==> src/rtl/oqpsk_rx_packer_pkg.sv <==
`default_nettype none
// ============================================================================
//  Module      : oqpsk_rx_packer_pkg
//  Description : Shared typedefs for the OQPSK transmit and receive packers.
//  Revision    : 1.0 - initial release
// ============================================================================
package oqpsk_rx_packer_pkg;

    // Receive-side packer state
    typedef enum logic [1:0] {
        RX_IDLE      = 2'd0,
        RX_RECEIVE   = 2'd1,
        RX_FLUSH     = 2'd2,
        RX_HOLD_LAST = 2'd3
    } reception_state_t;

    // Transmit-side packer state
    typedef enum logic [1:0] {
        TX_IDLE  = 2'd0,
        TX_LOAD  = 2'd1,
        TX_SHIFT = 2'd2,
        TX_DONE  = 2'd3
    } transmission_state_t;

endpackage
`default_nettype wire

==> src/rtl/oqpsk_rx_packer_slicer.sv <==
`default_nettype none
// ============================================================================
//  Module      : rx_component_slicer
//  Description : Sign slicer for one OQPSK component (I or Q). Takes a hard
//                decision at DECISION_PHASE and writes it into a per-word
//                bit register at the current symbol-pair index.
//  Revision    : 1.0 - initial release
// ============================================================================
module rx_component_slicer #(
    parameter int DECISION_PHASE = 1,
    parameter int PHASE_WIDTH    = 2,
    parameter int HALF_WIDTH     = 8,
    parameter int INDEX_WIDTH    = 3
) (
    input  logic                   aclk,
    input  logic                   sresetn,
    input  logic                   i_consume,
    input  logic [PHASE_WIDTH-1:0] i_phase,
    input  logic                   i_sample_msb,
    input  logic [INDEX_WIDTH-1:0] i_bit_index,
    input  logic                   i_clear,
    output logic [HALF_WIDTH-1:0]  o_bits,
    output logic [HALF_WIDTH-1:0]  o_bits_next
);

    logic [HALF_WIDTH-1:0] bits_q;
    logic [HALF_WIDTH-1:0] bits_d;
    logic                  w_decide;

    assign w_decide = i_consume && (i_phase == PHASE_WIDTH'(DECISION_PHASE));

    // Insert the current decision (non-negative sample -> 1); clear wins for the stored copy
    always_comb begin
        o_bits_next = bits_q;
        if (w_decide) begin
            o_bits_next[i_bit_index] = ~i_sample_msb;
        end
        bits_d = i_clear ? '0 : o_bits_next;
    end

    // Decision bit register
    always_ff @(posedge aclk or negedge sresetn) begin
        if (!sresetn) begin
            bits_q <= '0;
        end else begin
            bits_q <= bits_d;
        end
    end

    assign o_bits = bits_q;

endmodule
`default_nettype wire

==> src/rtl/oqpsk_rx_packer.sv <==
`default_nettype none
// ============================================================================
//  Module      : oqpsk_rx_packer
//  Description : OQPSK receive packer. Slices oversampled I/Q samples into
//                bit pairs (I offset half a symbol from Q) and packs them into
//                AXI-Stream words, flushing partial words at end of frame.
//  Revision    : 1.0 - initial release
// ============================================================================
module oqpsk_rx_packer
    import oqpsk_rx_packer_pkg::*;
#(
    parameter int SAMPLES_PER_SYMBOL     = 4,
    parameter int SAMPLE_WIDTH           = 16,
    parameter int C_M00_AXIS_TDATA_WIDTH = 16
) (
    input  logic                                       aclk,
    input  logic                                       sresetn,
    input  logic [2*SAMPLE_WIDTH-1:0]                  s_axis_tdata,
    input  logic                                       s_axis_tvalid,
    output logic                                       s_axis_tready,
    input  logic                                       s_axis_tlast,
    output logic [C_M00_AXIS_TDATA_WIDTH-1:0]          m_axis_tdata,
    output logic                                       m_axis_tvalid,
    input  logic                                       m_axis_tready,
    output logic                                       m_axis_tlast,
    output logic [$clog2(C_M00_AXIS_TDATA_WIDTH/2)-1:0] bit_counter_out,
    output reception_state_t                           reception_state_out,
    output logic                                       end_of_reception,
    output logic                                       frame_error
);

    localparam int HALF_WIDTH  = C_M00_AXIS_TDATA_WIDTH / 2;
    localparam int INDEX_WIDTH = $clog2(HALF_WIDTH);
    localparam int PHASE_WIDTH = $clog2(SAMPLES_PER_SYMBOL);
    localparam int I_PHASE     = SAMPLES_PER_SYMBOL / 2 - 1;
    localparam int Q_PHASE     = SAMPLES_PER_SYMBOL - 1;

    reception_state_t                   state_q, state_d;
    logic [PHASE_WIDTH-1:0]             phase_q, phase_d;
    logic [INDEX_WIDTH-1:0]             bit_cnt_q, bit_cnt_d;
    logic [C_M00_AXIS_TDATA_WIDTH-1:0]  m_tdata_q, m_tdata_d;
    logic                               m_tvalid_q, m_tvalid_d;
    logic                               m_tlast_q, m_tlast_d;
    logic                               frame_error_q, frame_error_d;

    logic                               w_collecting;
    logic                               w_consume;
    logic                               w_tlast_in;
    logic                               w_q_decide;
    logic                               w_word_done;
    logic                               w_out_accept;
    logic                               w_to_idle;
    logic                               w_slicer_clear;
    logic [HALF_WIDTH-1:0]              w_i_bits, w_i_next, w_q_bits, w_q_next;
    logic [C_M00_AXIS_TDATA_WIDTH-1:0]  w_word_next, w_word_held;
    logic                               w_unused_sample_bits;

    // Only the sign bits feed the slicers
    assign w_unused_sample_bits = &{1'b0, s_axis_tdata[SAMPLE_WIDTH-2:0],
                                   s_axis_tdata[2*SAMPLE_WIDTH-2:SAMPLE_WIDTH]};

    assign w_collecting   = (state_q == RX_IDLE) || (state_q == RX_RECEIVE);
    assign w_consume      = s_axis_tvalid && s_axis_tready;
    assign w_tlast_in     = w_consume && s_axis_tlast;
    assign w_q_decide     = w_consume && (phase_q == PHASE_WIDTH'(Q_PHASE));
    assign w_word_done    = w_q_decide && (bit_cnt_q == INDEX_WIDTH'(HALF_WIDTH - 1));
    assign w_out_accept   = m_tvalid_q && m_axis_tready;
    assign w_to_idle      = (state_q == RX_HOLD_LAST) && w_out_accept;
    assign w_slicer_clear = w_word_done || w_to_idle;

    rx_component_slicer #(
        .DECISION_PHASE (I_PHASE),
        .PHASE_WIDTH    (PHASE_WIDTH),
        .HALF_WIDTH     (HALF_WIDTH),
        .INDEX_WIDTH    (INDEX_WIDTH)
    ) u_slicer_i (
        .aclk         (aclk),
        .sresetn      (sresetn),
        .i_consume    (w_consume),
        .i_phase      (phase_q),
        .i_sample_msb (s_axis_tdata[SAMPLE_WIDTH-1]),
        .i_bit_index  (bit_cnt_q),
        .i_clear      (w_slicer_clear),
        .o_bits       (w_i_bits),
        .o_bits_next  (w_i_next)
    );

    rx_component_slicer #(
        .DECISION_PHASE (Q_PHASE),
        .PHASE_WIDTH    (PHASE_WIDTH),
        .HALF_WIDTH     (HALF_WIDTH),
        .INDEX_WIDTH    (INDEX_WIDTH)
    ) u_slicer_q (
        .aclk         (aclk),
        .sresetn      (sresetn),
        .i_consume    (w_consume),
        .i_phase      (phase_q),
        .i_sample_msb (s_axis_tdata[2*SAMPLE_WIDTH-1]),
        .i_bit_index  (bit_cnt_q),
        .i_clear      (w_slicer_clear),
        .o_bits       (w_q_bits),
        .o_bits_next  (w_q_next)
    );

    // Pair k: I at bit 2k, Q at bit 2k+1
    generate
        for (genvar k = 0; k < HALF_WIDTH; k++) begin : g_interleave
            assign w_word_next[2*k]   = w_i_next[k];
            assign w_word_next[2*k+1] = w_q_next[k];
            assign w_word_held[2*k]   = w_i_bits[k];
            assign w_word_held[2*k+1] = w_q_bits[k];
        end
    endgenerate

    // FSM state register
    always_ff @(posedge aclk or negedge sresetn) begin
        if (!sresetn) begin
            state_q <= RX_IDLE;
        end else begin
            state_q <= state_d;
        end
    end

    // FSM next-state logic
    always_comb begin
        state_d = state_q;
        case (state_q)
            RX_IDLE, RX_RECEIVE: begin
                if (w_tlast_in) begin
                    state_d = w_word_done ? RX_HOLD_LAST : RX_FLUSH;
                end else if (w_consume) begin
                    state_d = RX_RECEIVE;
                end
            end
            RX_FLUSH:     state_d = RX_HOLD_LAST;
            RX_HOLD_LAST: if (w_out_accept) state_d = RX_IDLE;
            default:      state_d = RX_IDLE;
        endcase
    end

    // FSM outputs: input stalls on output backpressure and across the frame tail
    always_comb begin
        s_axis_tready    = !(m_tvalid_q && !m_axis_tready) && w_collecting;
        end_of_reception = w_to_idle;
    end

    // Datapath next values: counters, output word register, error pulse
    always_comb begin
        phase_d       = phase_q;
        bit_cnt_d     = bit_cnt_q;
        m_tdata_d     = m_tdata_q;
        m_tvalid_d    = m_tvalid_q;
        m_tlast_d     = m_tlast_q;
        frame_error_d = w_tlast_in && (phase_q != PHASE_WIDTH'(Q_PHASE));

        if (w_to_idle) begin
            phase_d   = '0;
            bit_cnt_d = '0;
        end else if (w_consume) begin
            phase_d = (phase_q == PHASE_WIDTH'(Q_PHASE)) ? '0 : phase_q + PHASE_WIDTH'(1);
            if (w_q_decide) begin
                bit_cnt_d = w_word_done ? '0 : bit_cnt_q + INDEX_WIDTH'(1);
            end
        end

        if (w_out_accept) begin
            m_tvalid_d = 1'b0;
            m_tlast_d  = 1'b0;
        end
        // A new word overrides the accept above so back-to-back words have no bubble
        if (w_word_done) begin
            m_tdata_d  = w_word_next;
            m_tvalid_d = 1'b1;
            m_tlast_d  = s_axis_tlast;
        end else if (state_q == RX_FLUSH) begin
            m_tdata_d  = w_word_held;
            m_tvalid_d = 1'b1;
            m_tlast_d  = 1'b1;
        end
    end

    // Datapath registers
    always_ff @(posedge aclk or negedge sresetn) begin
        if (!sresetn) begin
            phase_q       <= '0;
            bit_cnt_q     <= '0;
            m_tdata_q     <= '0;
            m_tvalid_q    <= 1'b0;
            m_tlast_q     <= 1'b0;
            frame_error_q <= 1'b0;
        end else begin
            phase_q       <= phase_d;
            bit_cnt_q     <= bit_cnt_d;
            m_tdata_q     <= m_tdata_d;
            m_tvalid_q    <= m_tvalid_d;
            m_tlast_q     <= m_tlast_d;
            frame_error_q <= frame_error_d;
        end
    end

    assign m_axis_tdata        = m_tdata_q;
    assign m_axis_tvalid       = m_tvalid_q;
    assign m_axis_tlast        = m_tlast_q;
    assign bit_counter_out     = bit_cnt_q;
    assign reception_state_out = state_q;
    assign frame_error         = frame_error_q;

endmodule
`default_nettype wire
==> config.mk <==
export PLATFORM = sky130hd
export DESIGN_NAME = oqpsk_rx_packer
export DESIGN_NICKNAME = d
export VERILOG_FILES = /design/src/rtl/oqpsk_rx_packer_pkg.sv /design/src/rtl/oqpsk_rx_packer_slicer.sv /design/src/rtl/oqpsk_rx_packer.sv
export SDC_FILE = /design/constraint.sdc
export NUM_CORES = 1
export LEC_CHECK = 0
export ABC_CLOCK_PERIOD_IN_PS = 1750
export BUFFER_PORTS_ARGS = -buffer_cell sky130_fd_sc_hd__buf_2
export CAP_MARGIN = 20
export CORE_ASPECT_RATIO = 1.5
export CORE_MARGIN = 4
export CORE_UTILIZATION = 35
export CTS_BUF_LIST = sky130_fd_sc_hd__clkbuf_16
export DETAILED_ROUTE_END_ITERATION = 6
export PLACE_DENSITY = 0.56
export SYNTH_ARGS = -nofsm -noshare
export SYNTH_HDL_FRONTEND = slang
export SYNTH_SLANG_ARGS = --single-unit
==> constraint.sdc <==
create_clock -name aclk -period 1.75 [get_ports aclk]
set_clock_uncertainty 0.2 [all_clocks]
set_input_delay 0.175 -clock aclk [delete_from_list [all_inputs] [get_ports aclk]]
set_output_delay 0.175 -clock aclk [all_outputs]
set_load 0.02 [all_outputs]
==> flow_metrics.py <==
metrics = {
    "sta": {
        "layout_setup_ws_ns": -0.216,
        "finalCritPeriodShare_pct": 112,
        "slew_viol_final": 0,
        "whs_ns": 0.171,
        "timing.fmax_mhz": 509,
        "layout_min_cycle_time_ns": 1.97,
        "setup_tns_ns": -6.34,
        "rsz0062_at_grt": "true",
        "final_hold_viol_count": 0,
        "setup_viol_count_final": 37,
        "worst_pin_slew_ns": 0.539,
        "max_slew_margin_pct": 64.1,
    },
    "routing": {
        "routed_wirelength_um": 6250,
        "wl_per_cell_um": 16.8,
        "post_drt_via_cell_ratio": 5.36,
        "drt_first_pass_iters": 4,
        "via_count": 1987,
        "drc": 0,
        "ant_nets": 0,
        "first_iter_violations": 95,
    },
    "grt": {
        "globalRoute.totalOverflow": 0,
        "grt_start_max_net_pins": 24,
        "grtUsageTotal_pct": 17.3,
        "antenna_found_initial": 0,
        "grt_pass1_wl_um": 10400,
        "grt_pass1_vias": 2095,
    },
    "synth": {
        "synth_area_sq_um": 2180,
        "async_reset_ff_share_pct": 100,
        "synth_top_flop_cell": "dfrtp_1",
        "synth.distinct_cells": 34,
        "ys_seq_area_share_pct": 48.1,
        "synth_warnings": 0,
        "ys_top_cells_by_area": "dfrtp_1 (48%), a221o_1 (7.3%), mux2i_1 (7.3%)",
        "ys_ff_latch": 42,
        "yosysTopAreaCell": "dfrtp_1",
        "synth_edf_count": 0,
        "avgSynthCellArea_sq_um": 10.1,
        "synthCells": 216,
        "syn_nets": 257,
        "yosysTopAreaCellShare_pct": 48.1,
    },
    "die": {
        "rows": 35,
        "initial_core_util_pct": 35.9,
        "die_w_um": 72.5,
        "die-area_sq_um": 7590,
        "io_pins": 63,
        "die_y_um": 105,
        "core_sq_um": 6090,
    },
    "critical_path": {
        "critPathMaxFanout": 8,
        "crit_type": "reg -> reg",
        "end_kind": "flop",
        "required_ns": 1.71,
        "worstSetupStartpointType": "flop",
        "crit_arrival_ns": 1.92,
    },
    "clocking": {
        "clockBufferDepth": 2,
        "cts_tree": "done",
        "cts.root.buffer_cell": "clkbuf_16",
        "cts-htree-levels": 2,
        "cts-buffers-inserted": 5,
        "clkTransAtPathRegs_ns": 0.06,
        "clock_latency_ns": 0.28,
        "clkSinkCount": 42,
    },
    "placement": {
        "gp_congestion": 0.759,
        "place_ws_ns": -0.401,
        "dp.cells": 353,
        "dpl.hpwl_um": 4120,
        "portBuffers": 32,
    },
    "final_layout": {
        "synthToLayoutAreaGrowth_pct": 45.8,
        "diodes": 0,
        "layout.cells.non_filler": 371,
        "nets": 337,
        "drive_gt1_share_pct": 43.1,
    },
    "status": {
        "status": "finished with violations",
        "violations": "negative setup slack",
    },
    "run": {
        "drv_cap": 0,
    },
    "pwr": {
        "leakage_nw": 1.55,
        "ir_worst_vdd_v": 0.000708,
        "p_total_w": 0.00327,
        "power_density_nw_per_um2": 1030,
    },
    "hold_path": {
        "hp-class": "in -> reg",
    },
}
[cells by family (layout without fill, tap and decap cells)]
kind of cell               after synthesis  count (layout)  synth area share, %
adders and majority gates                4               4                 2.29
muxes                                   16              16                 7.34
buffers and inverters                   19              99                 4.47
AOI/OAI and AO/OA                       41              41                 13.5
and+or+nand+nor                         93              94                 23.9
DFF                                     42              42                 48.1
xor gates and xnor gates                 1               1                0.401
[worst max-delay path, cell delays in order, from the launching register on]
cell       delay (ns)
dfrtp_1          0.40
buf_6            0.13
ha_4             0.17
and3b_2          0.22
nand3_4          0.16
clkbuf_16        0.19
o21ai_1          0.07
a221o_1          0.30
[final cells by class]
class	instances	area [sq um]
Clock inverter	3	12.5
Sequential cell	42	1060
Fill cell	549	2900
Multi-Input combinational cell	156	1210
Inverter	4	15.0
Tap cell	74	92.6
Clock buffer	5	125
Timing Repair Buffer	87	674
[cell usage in the layout (no fill, tap or decap), types with 7 or more instances in the layout]
cell type | synthesis | routed
a221o_1 | 16 | 16
buf_2 | 9 | 32
buf_4 | 0 | 41
buf_6 | 2 | 7
dfrtp_1 | 42 | 37
mux2i_1 | 16 | 16
nand2_1 | 9 | 8
nor2_1 | 21 | 20
nor3_1 | 20 | 12
nor3b_1 | 9 | 9
o21ai_2 | 0 | 7
[what timing repair did]
action,CTS,global route
hold buffers,2,0
setup endpoints to repair,37,39
gates resized for setup,25,17
endpoints found under the hold margin,20,0
pin swaps,4,2
buffers inserted,3,2
gates cloned,3,1
[path summary, 6_finish.rpt]
kind	start	end	slack (ns)	cells past startpoint
worst max register to register	phase_q[1]$_DFFE_PN0P_	m_axis_tdata[3]$_DFFE_PN0P_	-0.22	7
worst min-delay path	m_axis_tready	m_axis_tlast$_DFFE_PN0P_	0.17	5
worst max-delay path	phase_q[1]$_DFFE_PN0P_	m_axis_tdata[3]$_DFFE_PN0P_	-0.22	7
min in group asynchronous	sresetn	m_axis_tdata[4]$_DFFE_PN0P_	0.22	2
max in group asynchronous	sresetn	u_slicer_q.o_bits[4]$_DFF_PN0_	0.62	3
worst min register to register	u_slicer_i.o_bits[2]$_DFF_PN0_	m_axis_tdata[4]$_DFFE_PN0P_	0.30	1
[through the flow]
step,instance area [sq um],util [%]
final,3180,52.3
after global routing,3180,52.3
after CTS,3110,51.0
after global placement,2820,46.3
after detailed placement,2820,46.3
after floorplan,2320,-
[Yosys cell counts, types with 3 or more instances]
cell / instances
a21oi_1: 3
a221o_1: 16
buf_2: 9
clkbuf_1: 4
dfrtp_1: 42
ha_1: 4
inv_1: 4
mux2i_1: 16
nand2_1: 9
nand2b_1: 4
nand3_1: 6
nor2_1: 21
nor3_1: 20
nor3b_1: 9
o21ai_0: 18
or3_1: 3
[routing by layer]
| metal | vias up | wire (um) | global-route usage [%] |
|---|---|---|---|
| met5 | - | 0 | 0 |
| li1 | 959 | - | - |
| met3 | 4 | 124 | 2.31 |
| met1 | 992 | 2600 | 21.1 |
| met2 | 32 | 3460 | 30.9 |
| met4 | 0 | 63 | 4.88 |
[flip-flops by register name, indices dropped and copies added, names as in the netlist, 2 cells and up]
name,cells
bit_counter_out,3
reception_state_out,2
phase_q,2
u_slicer_i.o_bits,8
u_slicer_q.o_bits,8
m_axis_tdata,16
[report_power, final]
part / total [W] / switching [W] / internal, W
Clock: 0.000879 / 0.000363 / 0.000516
Combinational: 0.00116 / 0.000627 / 0.000532
Sequential: 0.00123 / 0.000126 / 0.00110
Total: 0.00327 / 0.00112 / 0.00215
Power figures use the tool's default switching activity.
